<file path="src/rtl/seq_div_pkg.sv">
// seq_div_pkg: shared types and constants for the sequential divider
//   DIV_WIDTH  - default operand width, shared with the divider register block
//   state_t    - divider FSM states (IDLE, RUN, FIXUP, DONE)
//   cnt_width  - iteration counter width for a given operand width
package seq_div_pkg;

    localparam int DIV_WIDTH = 16;

    typedef enum logic [1:0] {
        IDLE  = 2'd0,
        RUN   = 2'd1,
        FIXUP = 2'd2,
        DONE  = 2'd3
    } state_t;

    function automatic int cnt_width(input int width);
        return $clog2(width);
    endfunction

endpackage

</file>
<file path="src/rtl/seq_div_step.sv">
// seq_div_step: one combinational restoring-division iteration
//   rem_in  - partial remainder before this step (always < denom)
//   q_in    - dividend/quotient shift register; its MSB is the next dividend bit
//   denom   - divisor
//   rem_out - partial remainder after the conditional subtract
//   q_out   - shift register with the new quotient bit shifted into the LSB
module seq_div_step #(
    parameter int WIDTH = 16
) (
    input  logic [WIDTH-1:0] rem_in,
    input  logic [WIDTH-1:0] q_in,
    input  logic [WIDTH-1:0] denom,
    output logic [WIDTH-1:0] rem_out,
    output logic [WIDTH-1:0] q_out
);

    // One extra bit keeps the shifted remainder exact when denom uses the MSB.
    logic [WIDTH:0] shifted;
    logic [WIDTH:0] diff;

    always_comb begin
        shifted = {rem_in, q_in[WIDTH-1]};
        diff    = shifted - {1'b0, denom};
        rem_out = diff[WIDTH] ? shifted[WIDTH-1:0] : diff[WIDTH-1:0];
        q_out   = {q_in[WIDTH-2:0], ~diff[WIDTH]};
    end

endmodule

</file>
<file path="src/rtl/seq_divider.sv">
// seq_divider: multi-cycle restoring divider, one quotient bit per clock
//   clk         - clock, all state on posedge
//   reset_n     - asynchronous active-low reset
//   start       - request, accepted only while ready=1
//   numer/denom - operands, sampled on the accepting edge
//   ready       - high in IDLE and DONE
//   done        - one-cycle pulse when quotient/remain/div_by_zero are valid
//   quotient    - result, held until the next accepted start
//   remain      - remainder, held until the next accepted start
//   div_by_zero - set with done when denom was zero
// Build option: define SEQ_DIVIDER_SIGNED_EN for two's complement operands
// (adds a FIXUP cycle that applies the result signs).
module seq_divider
    import seq_div_pkg::*;
#(
    parameter int WIDTH = DIV_WIDTH
) (
    input  logic             clk,
    input  logic             reset_n,
    input  logic             start,
    input  logic [WIDTH-1:0] numer,
    input  logic [WIDTH-1:0] denom,
    output logic             ready,
    output logic             done,
    output logic [WIDTH-1:0] quotient,
    output logic [WIDTH-1:0] remain,
    output logic             div_by_zero
);

    localparam int CW = cnt_width(WIDTH);
    localparam logic [CW-1:0] LAST = CW'(WIDTH - 1);

    state_t           state_q, state_d;
    logic [CW-1:0]    cnt_q, cnt_d;
    logic             fin_q, fin_d;
    logic             dbzp_q, dbzp_d;
    logic             ready_q, ready_d;
    logic             done_q, done_d;
    logic             dbz_q, dbz_d;
    logic [WIDTH-1:0] rem_q, rem_d;
    logic [WIDTH-1:0] work_q, work_d;
    logic [WIDTH-1:0] den_q, den_d;
    logic [WIDTH-1:0] quo_q, quo_d;
    logic [WIDTH-1:0] remo_q, remo_d;
    logic [WIDTH-1:0] step_rem, step_work;
    logic [WIDTH-1:0] num_mag, den_mag;
    logic             accept, dz;

`ifdef SEQ_DIVIDER_SIGNED_EN
    logic qneg_q, qneg_d;
    logic rneg_q, rneg_d;
    assign num_mag = numer[WIDTH-1] ? -numer : numer;
    assign den_mag = denom[WIDTH-1] ? -denom : denom;
`else
    assign num_mag = numer;
    assign den_mag = denom;
`endif

    assign accept = ready_q && start;
    assign dz     = (denom == '0);

    seq_div_step #(.WIDTH(WIDTH)) u_step (
        .rem_in  (rem_q),
        .q_in    (work_q),
        .denom   (den_q),
        .rem_out (step_rem),
        .q_out   (step_work)
    );

    // fin marks that the last iteration has happened; the following RUN edge
    // publishes the result. A zero divisor enters RUN already finished, which
    // gives the single-edge divide-by-zero latency with no iterations.
    always_comb begin
        state_d = state_q;
        cnt_d   = cnt_q;
        fin_d   = fin_q;
        dbzp_d  = dbzp_q;
        ready_d = ready_q;
        done_d  = 1'b0;
        dbz_d   = dbz_q;
        rem_d   = rem_q;
        work_d  = work_q;
        den_d   = den_q;
        quo_d   = quo_q;
        remo_d  = remo_q;
`ifdef SEQ_DIVIDER_SIGNED_EN
        qneg_d  = qneg_q;
        rneg_d  = rneg_q;
`endif
        if (accept) begin
            state_d = RUN;
            cnt_d   = '0;
            fin_d   = dz;
            dbzp_d  = dz;
            ready_d = 1'b0;
            dbz_d   = 1'b0;
            rem_d   = '0;
            den_d   = den_mag;
            // On divide-by-zero the raw numerator is kept for the remainder.
            work_d  = dz ? numer : num_mag;
`ifdef SEQ_DIVIDER_SIGNED_EN
            qneg_d  = numer[WIDTH-1] ^ denom[WIDTH-1];
            rneg_d  = numer[WIDTH-1];
`endif
        end else begin
            case (state_q)
                RUN: begin
                    if (!fin_q) begin
                        rem_d  = step_rem;
                        work_d = step_work;
                        cnt_d  = cnt_q + 1'b1;
                        fin_d  = (cnt_q == LAST);
                    end else if (dbzp_q) begin
                        quo_d   = '1;
                        remo_d  = work_q;
                        dbz_d   = 1'b1;
                        state_d = DONE;
                        ready_d = 1'b1;
                        done_d  = 1'b1;
                    end else begin
`ifdef SEQ_DIVIDER_SIGNED_EN
                        state_d = FIXUP;
`else
                        quo_d   = work_q;
                        remo_d  = rem_q;
                        state_d = DONE;
                        ready_d = 1'b1;
                        done_d  = 1'b1;
`endif
                    end
                end
`ifdef SEQ_DIVIDER_SIGNED_EN
                FIXUP: begin
                    quo_d   = qneg_q ? -work_q : work_q;
                    remo_d  = rneg_q ? -rem_q : rem_q;
                    state_d = DONE;
                    ready_d = 1'b1;
                    done_d  = 1'b1;
                end
`endif
                DONE: state_d = IDLE;
                default: begin
                    state_d = IDLE;
                    ready_d = 1'b1;
                end
            endcase
        end
    end

    always_ff @(posedge clk or negedge reset_n) begin
        if (!reset_n) begin
            state_q <= IDLE;
            cnt_q   <= '0;
            fin_q   <= 1'b0;
            dbzp_q  <= 1'b0;
            ready_q <= 1'b1;
            done_q  <= 1'b0;
            dbz_q   <= 1'b0;
            rem_q   <= '0;
            work_q  <= '0;
            den_q   <= '0;
            quo_q   <= '0;
            remo_q  <= '0;
`ifdef SEQ_DIVIDER_SIGNED_EN
            qneg_q  <= 1'b0;
            rneg_q  <= 1'b0;
`endif
        end else begin
            state_q <= state_d;
            cnt_q   <= cnt_d;
            fin_q   <= fin_d;
            dbzp_q  <= dbzp_d;
            ready_q <= ready_d;
            done_q  <= done_d;
            dbz_q   <= dbz_d;
            rem_q   <= rem_d;
            work_q  <= work_d;
            den_q   <= den_d;
            quo_q   <= quo_d;
            remo_q  <= remo_d;
`ifdef SEQ_DIVIDER_SIGNED_EN
            qneg_q  <= qneg_d;
            rneg_q  <= rneg_d;
`endif
        end
    end

    assign ready       = ready_q;
    assign done        = done_q;
    assign quotient    = quo_q;
    assign remain      = remo_q;
    assign div_by_zero = dbz_q;

endmodule
</file>
<file path="config.mk">
export PLATFORM = sky130hd
export DESIGN_NAME = seq_divider
export DESIGN_NICKNAME = d
export VERILOG_FILES = /design/src/rtl/seq_div_pkg.sv /design/src/rtl/seq_div_step.sv /design/src/rtl/seq_divider.sv
export SDC_FILE = /design/constraint.sdc
export NUM_CORES = 1
export LEC_CHECK = 0
export ABC_CLOCK_PERIOD_IN_PS = 2400
export CORE_ASPECT_RATIO = 1.25
export CORE_MARGIN = 1.5
export CORE_UTILIZATION = 50
export CTS_CLUSTER_DIAMETER = 60
export DETAILED_ROUTE_END_ITERATION = 10
export HOLD_SLACK_MARGIN = 0.06
export PLACE_DENSITY_LB_ADDON = 0.15
export SLEW_MARGIN = 20
export SYNTH_ARGS = -nofsm -noshare
export SYNTH_HDL_FRONTEND = slang
export SYNTH_SLANG_ARGS = --single-unit
export TNS_END_PERCENT = 20
</file>
<file path="constraint.sdc">
create_clock -name clk -period 2.4 [get_ports clk]
set_input_delay 0.48 -clock clk [delete_from_list [all_inputs] [get_ports clk]]
set_output_delay 0.48 -clock clk [all_outputs]
set_load 0.05 [all_outputs]
</file>
Yosys cells after proc, flatten, opt, wreduce, memory -nomap -nowiden
Cells that the tools add are included.
- register bits after elaboration: 91
- input bits: 35
- output and inout port bits: 35
- bitwise logic cells: 2
- equal/unequal tests: 6
- add/subtract/negate cells: 2
- reduce and logical (&&, ||, !) cells: 9
- mux-type cells: 28
- operators with widths (operator ; count):
    $mux 16 ; 9
    $sub 17x16->17 ; 1
    $logic_not 16->1 ; 1
    $mux 1 ; 12
    $mux 4 ; 3
    $mux 2 ; 3
    $reduce_and 3->1 ; 2
    $reduce_bool 2->1 ; 3
    $add 4x1->4 const B ; 1
    $eq 4x4->1 const B ; 1
    $reduce_and 2->1 ; 2
    $ne 3x3->1 const B ; 1
    $eq 2x1->1 const B ; 1
    $eq 2x2->1 const B ; 1
    $ne 2x1->1 const B ; 1
    $ne 2x2->1 const B ; 1
    $not 1->1 ; 2
    $pmux 1 s2 ; 1
    $logic_and 1x1->1 ; 1

Logic depth before layout (Yosys ltp)
- depth after elaboration: 5
- gate-level depth with buffers: 11

By module
A second synthesis with hierarchy kept.
- cells, all modules: 536
- area total of the unflattened synthesis: 5032.3 µm²
- modules (own cells, without submodules) (module ; instances ; cells each ; seq. area each (µm²) ; area each (µm²)):
    seq_divider ; 1 ; 393 ; 2278.4 ; 3910.0
    seq_div_step ; 1 ; 143 ; 0.0 ; 1122.3

Worst setup path after synthesis
No wires, ideal clock.
- kind: register to register
- start point: reg work_q[15]
- end point: reg rem_q[0]
- stages on the path, launching flop included: 12
- path slack: -0.083 ns
- library setup time: 0.073 ns
- data arrival time: 2.410 ns
- cell sequence: dfrtp_1 > inv_1 > ha_1 > inv_1 > fa_1 > a211oi_2 > o211ai_2 > a211o_1 > o211ai_2 > buf_6 > mux2_4 > a21oi_2
- longest elaborated chain between the ends: 5
- RTL lines (element ; RTL line ; source):
    from (decl) ; seq_divider.sv:41 ; logic [WIDTH-1:0] work_q, work_d;
    from (signal assigned) ; seq_divider.sv:177 ; work_q <= work_d;
    $sub 17x16->17 ; seq_div_step.sv:23 ; diff = shifted - {1'b0, denom};
    $mux 16 * ; seq_div_step.sv:24 ; rem_out = diff[WIDTH] ? shifted[WIDTH-1:0] : diff[WIDTH-1:0];
    $mux 16 * ; seq_divider.sv:108 ; if (!fin_q) begin
    $mux 16 * ; seq_divider.sv:106 ; case (state_q)
    $mux 16 * ; seq_divider.sv:90 ; if (accept) begin
    to (signal assigned) ; seq_divider.sv:176 ; rem_q <= rem_d;
    to (decl) ; seq_divider.sv:40 ; logic [WIDTH-1:0] rem_q, rem_d;
Mark *: on every way between the ends. The rest lies on a longest branch, timed or not. The select of a mux whose other input is x is not followed.
A chain may end at the register's enable or synchronous reset.

Worst setup path in the final report
- start point: reg work_q[15]
- end point: reg rem_q[1]
- longest elaborated chain between the ends: 5
- RTL lines (element ; RTL line):
    $sub 17x16->17 ; seq_div_step.sv:23
    $mux 16 ; seq_div_step.sv:24
    $mux 16 ; seq_divider.sv:108
    $mux 16 ; seq_divider.sv:106
    $mux 16 ; seq_divider.sv:90
No other way between the ends. The select of a mux whose other input is x is not followed.

==> qor.txt <==
CLOCK NETWORK
----------------------------------------------------------------------------------------------------
Quantity of hold-fixing buffers added after cts                                                    0
Clock Root Buffer                                                                       sky130_fd_sc_hd__clkbuf_16
Clk sinks                                                                                         91
Num CTS Buffers                                                                                    9
Max Root-Sink Buffers                                                                              2
Clock insertion delay at the later pin of the skew report                                    0.35 ns
H-tree levels                                                                                      3
Clock-pin slew reported for the worst setup and hold paths after clock tree synthesis        0.07 ns
TritonCTS clock tree                                                                           built

DETAILED ROUTING
----------------------------------------------------------------------------------------------------
Routed via count                                                                                4232
Post-route ant nets                                                                                0
Iter 0 DRT Violations                                                                            173
Via/cell ratio                                                                                 5.468
DRC viols                                                                                          0
Router iterations before antenna repair                                                            4
DRT Wirelength                                                                              12070 um
Post-DR wirelength/cell                                                                     15.60 um

LOGIC SYNTHESIS
----------------------------------------------------------------------------------------------------
Share of the synthesized area in compound gates (AO/OA/AOI/OAI)                               18.94%
Unique masters post-synth                                                                         51
Synthesized cell area                                                                       4888 um2
Combinational family with the most area after synthesis                                 compound AO/OA/AOI/OAI gates
Number of warnings issued by yosys                                                                 0
Synthesized-area fraction occupied by xor and xnor cells                                      2.150%
Post-synthesis simple-gate area fraction                                                      16.46%
Avg Inst Size Synth                                                                        9.003 um2
Number of register bits inferred by synthesis                                                     91
Portion of the post-synthesis area used by sequential elements                                46.61%
Post-Synth Adder-Cell Area                                                                    4.761%
Cell taking the most area after synthesis                                               sky130_fd_sc_hd__dfrtp_1
Post-synthesis mux area share                                                                 6.655%
Number of nets in the synthesized netlist                                                        596
Commonest register cell after synthesis                                                 sky130_fd_sc_hd__dfrtp_1
Largest cells by area after synthesis                                                   sky130_fd_sc_hd__dfrtp_1 (46%), sky130_fd_sc_hd__mux2i_1 (6.3%), sky130_fd_sc_hd__nor2_1 (6.3%), sky130_fd_sc_hd__a21oi_1 (5.4%), sky130_fd_sc_hd__nand2_1 (4.9%)
Share of flip-flops with an asynchronous set or reset after synthesis                         100.0%
Cells after Synth                                                                                543
EDFF count, synth                                                                                  0
Fraction of synthesized cell area taken by the top area cell type                             46.07%

FLOORPLAN
----------------------------------------------------------------------------------------------------
Starting utilization of the core area                                                         51.14%
Die Span X                                                                                  91.44 um
I/O pin count                                                                                     70
Placement row count                                                                               40
Die height                                                                                  113.6 um
Die Outline Area                                                                           10380 um2
Placeable core region                                                                       9559 um2

GLOBAL ROUTING
----------------------------------------------------------------------------------------------------
Number of global-route vias before repair                                                       3987
Largest net degree at the start of global routing                                                 66
Antenna violations before repair                                                                   0
Global-route usage over all layers                                                            24.57%
Grt ovf                                                                                            0
First-pass GRT wire length                                                                  19810 um

STA
----------------------------------------------------------------------------------------------------
Max Clock Skew                                                                           0.007192 ns
TNS Setup                                                                                 -0.7085 ns
Final number of hold-violating endpoints                                                           0
Setup repair after global routing missed its margin                                              yes
Final-report max-slew violation count                                                              0
Achievable frequency                                                                      0.4022 GHz
Minimum period implied by the final worst setup slack                                       2.486 ns
Actual transition at the worst max-transition pin                                          0.5730 ns
Crit path setup slack, layout                                                            -0.08638 ns
# setup viols final                                                                               13
Final Cycle Share                                                                             103.6%
Relative max-transition margin                                                                61.40%

RUN STATUS
----------------------------------------------------------------------------------------------------
Violations in the final reports                                                         negative setup slack
Outcome                                                                                 finished with violations

FINISH
----------------------------------------------------------------------------------------------------
Antenna Diode Count                                                                                0
Relative area change from synthesis to final layout                                           30.20%
Fillcell total                                                                                   801
Layout Cell Area excl Fill                                                                  6365 um2
Fraction of layout instances using a drive strength above 1                                   13.43%
Nets@finish                                                                                      697

WORST SETUP PATH
----------------------------------------------------------------------------------------------------
Most numerous cell on the critical path                                                 sky130_fd_sc_hd__inv_2
Buf/Inv on CP                                                                                      3
Data required time of the critical path                                                      2.63 ns
Crit path arrival time                                                                       2.71 ns
Critical Path Stages                                                                              11
Crit path largest cell delay                                                                 0.39 ns
Worst reg2reg path depth                                                                          11
Largest driver fanout on the critical path                                                         8
Element type at the critical path start                                                         flop
Slowest library cell on the worst path                                                  sky130_fd_sc_hd__dfrtp_1
Category of the most critical setup path                                                     reg2reg
Ordered list of cells on the worst path                                                 inv_2, ha_4, inv_2, fa_2, a211oi_2, o211ai_2, a211o_1, o211ai_4, buf_6, mux2i_1, a21oi_1
Gate family responsible for the most delay along the worst path                         compound AO/OA/AOI/OAI gates
CP Capture Type                                                                                 flop

JOB
----------------------------------------------------------------------------------------------------
Maxcap violations                                                                                  0

PLACEMENT
----------------------------------------------------------------------------------------------------
Placement-stage cell area                                                                   6032 um2
Total of buffers placed on input and output ports                                                 69
Total half-perimeter wirelength after legalization and detailed placement                    8938 um
Placer's final routability congestion estimate                                                0.8946

HOLD PATH
----------------------------------------------------------------------------------------------------
Hold Path Class                                                                             in2async

==> layer usage <==
layer | vias up | global-route usage (%) | part of all wire [%]
li1 | 2104 | - | -
met1 | 2005 | 32.48 | 45
met2 | 104 | 40.50 | 50
met3 | 19 | 2.867 | 3.4
met4 | 0 | 11.46 | 2.3
met5 | - | 0 | 0
==> worst paths after layout <==
path / end / from / slack [ns]
worst max-delay path: rem_q[1]$_DFFE_PN0P_ / work_q[15]$_DFFE_PN0P_ / -0.09
worst min-delay path: quotient[3]$_DFFE_PN0P_ / reset_n / 0.09
worst max register to register: rem_q[1]$_DFFE_PN0P_ / work_q[15]$_DFFE_PN0P_ / -0.09
worst min register to register: ready$_DFFE_PN1P_ / state_q[0]$_DFFE_PN0P_ / 0.45
max in group asynchronous: ready$_DFFE_PN1P_ / reset_n / 1.59
min in group clk: ready$_DFFE_PN1P_ / state_q[0]$_DFFE_PN0P_ / 0.45
==> cell usage after synthesis, drive strengths merged (2+ instances only) <==
library cell	count
a21boi	2
a21oi	56
nor3	3
and3	8
nand2b	7
ha	17
nand3b	2
xnor2	9
inv	20
a41oi	2
nand3	3
nand4	3
mux2i	31
nand2	64
a21o	4
clkbuf	26
nor2	82
o211ai	7
nor4	5
a31oi	19
nor2b	2
and2	4
a211oi	12
xor2	3
o21ai	39
buf	7
dfrtp	90
==> per-stage QoR <==
stage	instances	hold WS [ns]	util [%]	worst slack, ns
6_report	774	0.08898	66.58	-0.08638
5_1_grt	774	0.1434	66.58	-0.2177
4_1_cts	774	0.1133	66.58	-0.06178
3_5_place_dp	756	0.4368	63.10	-0.2604
3_3_place_gp	756	0.4324	63.10	-0.1329
2_1_floorplan	543	0.1844	-	-0.06972
==> cell type report <==
| type | instances | area, um2 | area share (%) |
|---|---|---|---|
| multi-input combinational | 399 | 2421 | 38.04 |
| sequential | 91 | 2278 | 35.80 |
| timing repair buffer | 123 | 1155 | 18.14 |
| clock buffer | 10 | 239.0 | 3.755 |
| tap | 126 | 157.7 | 2.477 |
| inverter | 20 | 75.07 | 1.179 |
| clock inverter | 5 | 38.79 | 0.6094 |
==> sequential cells by signal (all words and copies together), names as in the netlist <==
name         cells
den_q           16
quotient        16
rem_q           16
remain          16
work_q          16
cnt_q            4
state_q          2
dbzp_q           1
div_by_zero      1
done             1
fin_q            1
ready            1
==> cell families (layout without fill, tap and decap cells) <==
family	count (synthesis)	in the layout
compound gates	150	150
xor+xnor	12	12
fa+ha+maj	18	18
buf+inv	53	158
flops	91	91
mux	32	32
simple gates	187	187
==> cell usage in the layout, fill, tap and decap left out, types with 7 or more instances in the layout <==
cell type	n
sky130_fd_sc_hd__inv_1	18
sky130_fd_sc_hd__mux2i_1	31
sky130_fd_sc_hd__clkdlybuf4s50_1	68
sky130_fd_sc_hd__nand2_1	64
sky130_fd_sc_hd__a21oi_1	53
sky130_fd_sc_hd__a31oi_1	19
sky130_fd_sc_hd__nand2b_1	7
sky130_fd_sc_hd__a211oi_1	9
sky130_fd_sc_hd__buf_4	48
sky130_fd_sc_hd__dfrtp_1	90
sky130_fd_sc_hd__clkbuf_16	9
sky130_fd_sc_hd__o21ai_0	37
sky130_fd_sc_hd__ha_1	16
sky130_fd_sc_hd__xnor2_1	9
sky130_fd_sc_hd__nor2_1	81
sky130_fd_sc_hd__and3_1	7
==> repair_timing <==
| item | 4_1_cts | 5_1_grt |
|---|---|---|
| endpoints found under the hold margin | 0 | 0 |
| pin swaps | 9 | 1 |
| endpoints found under the setup margin | 17 | 17 |
| buffers inserted | 3 | 0 |
| resized for setup | 8 | 0 |
Power is not shown: default switching activity piles up to over one toggle a cycle in this logic, so the estimate is an artifact.
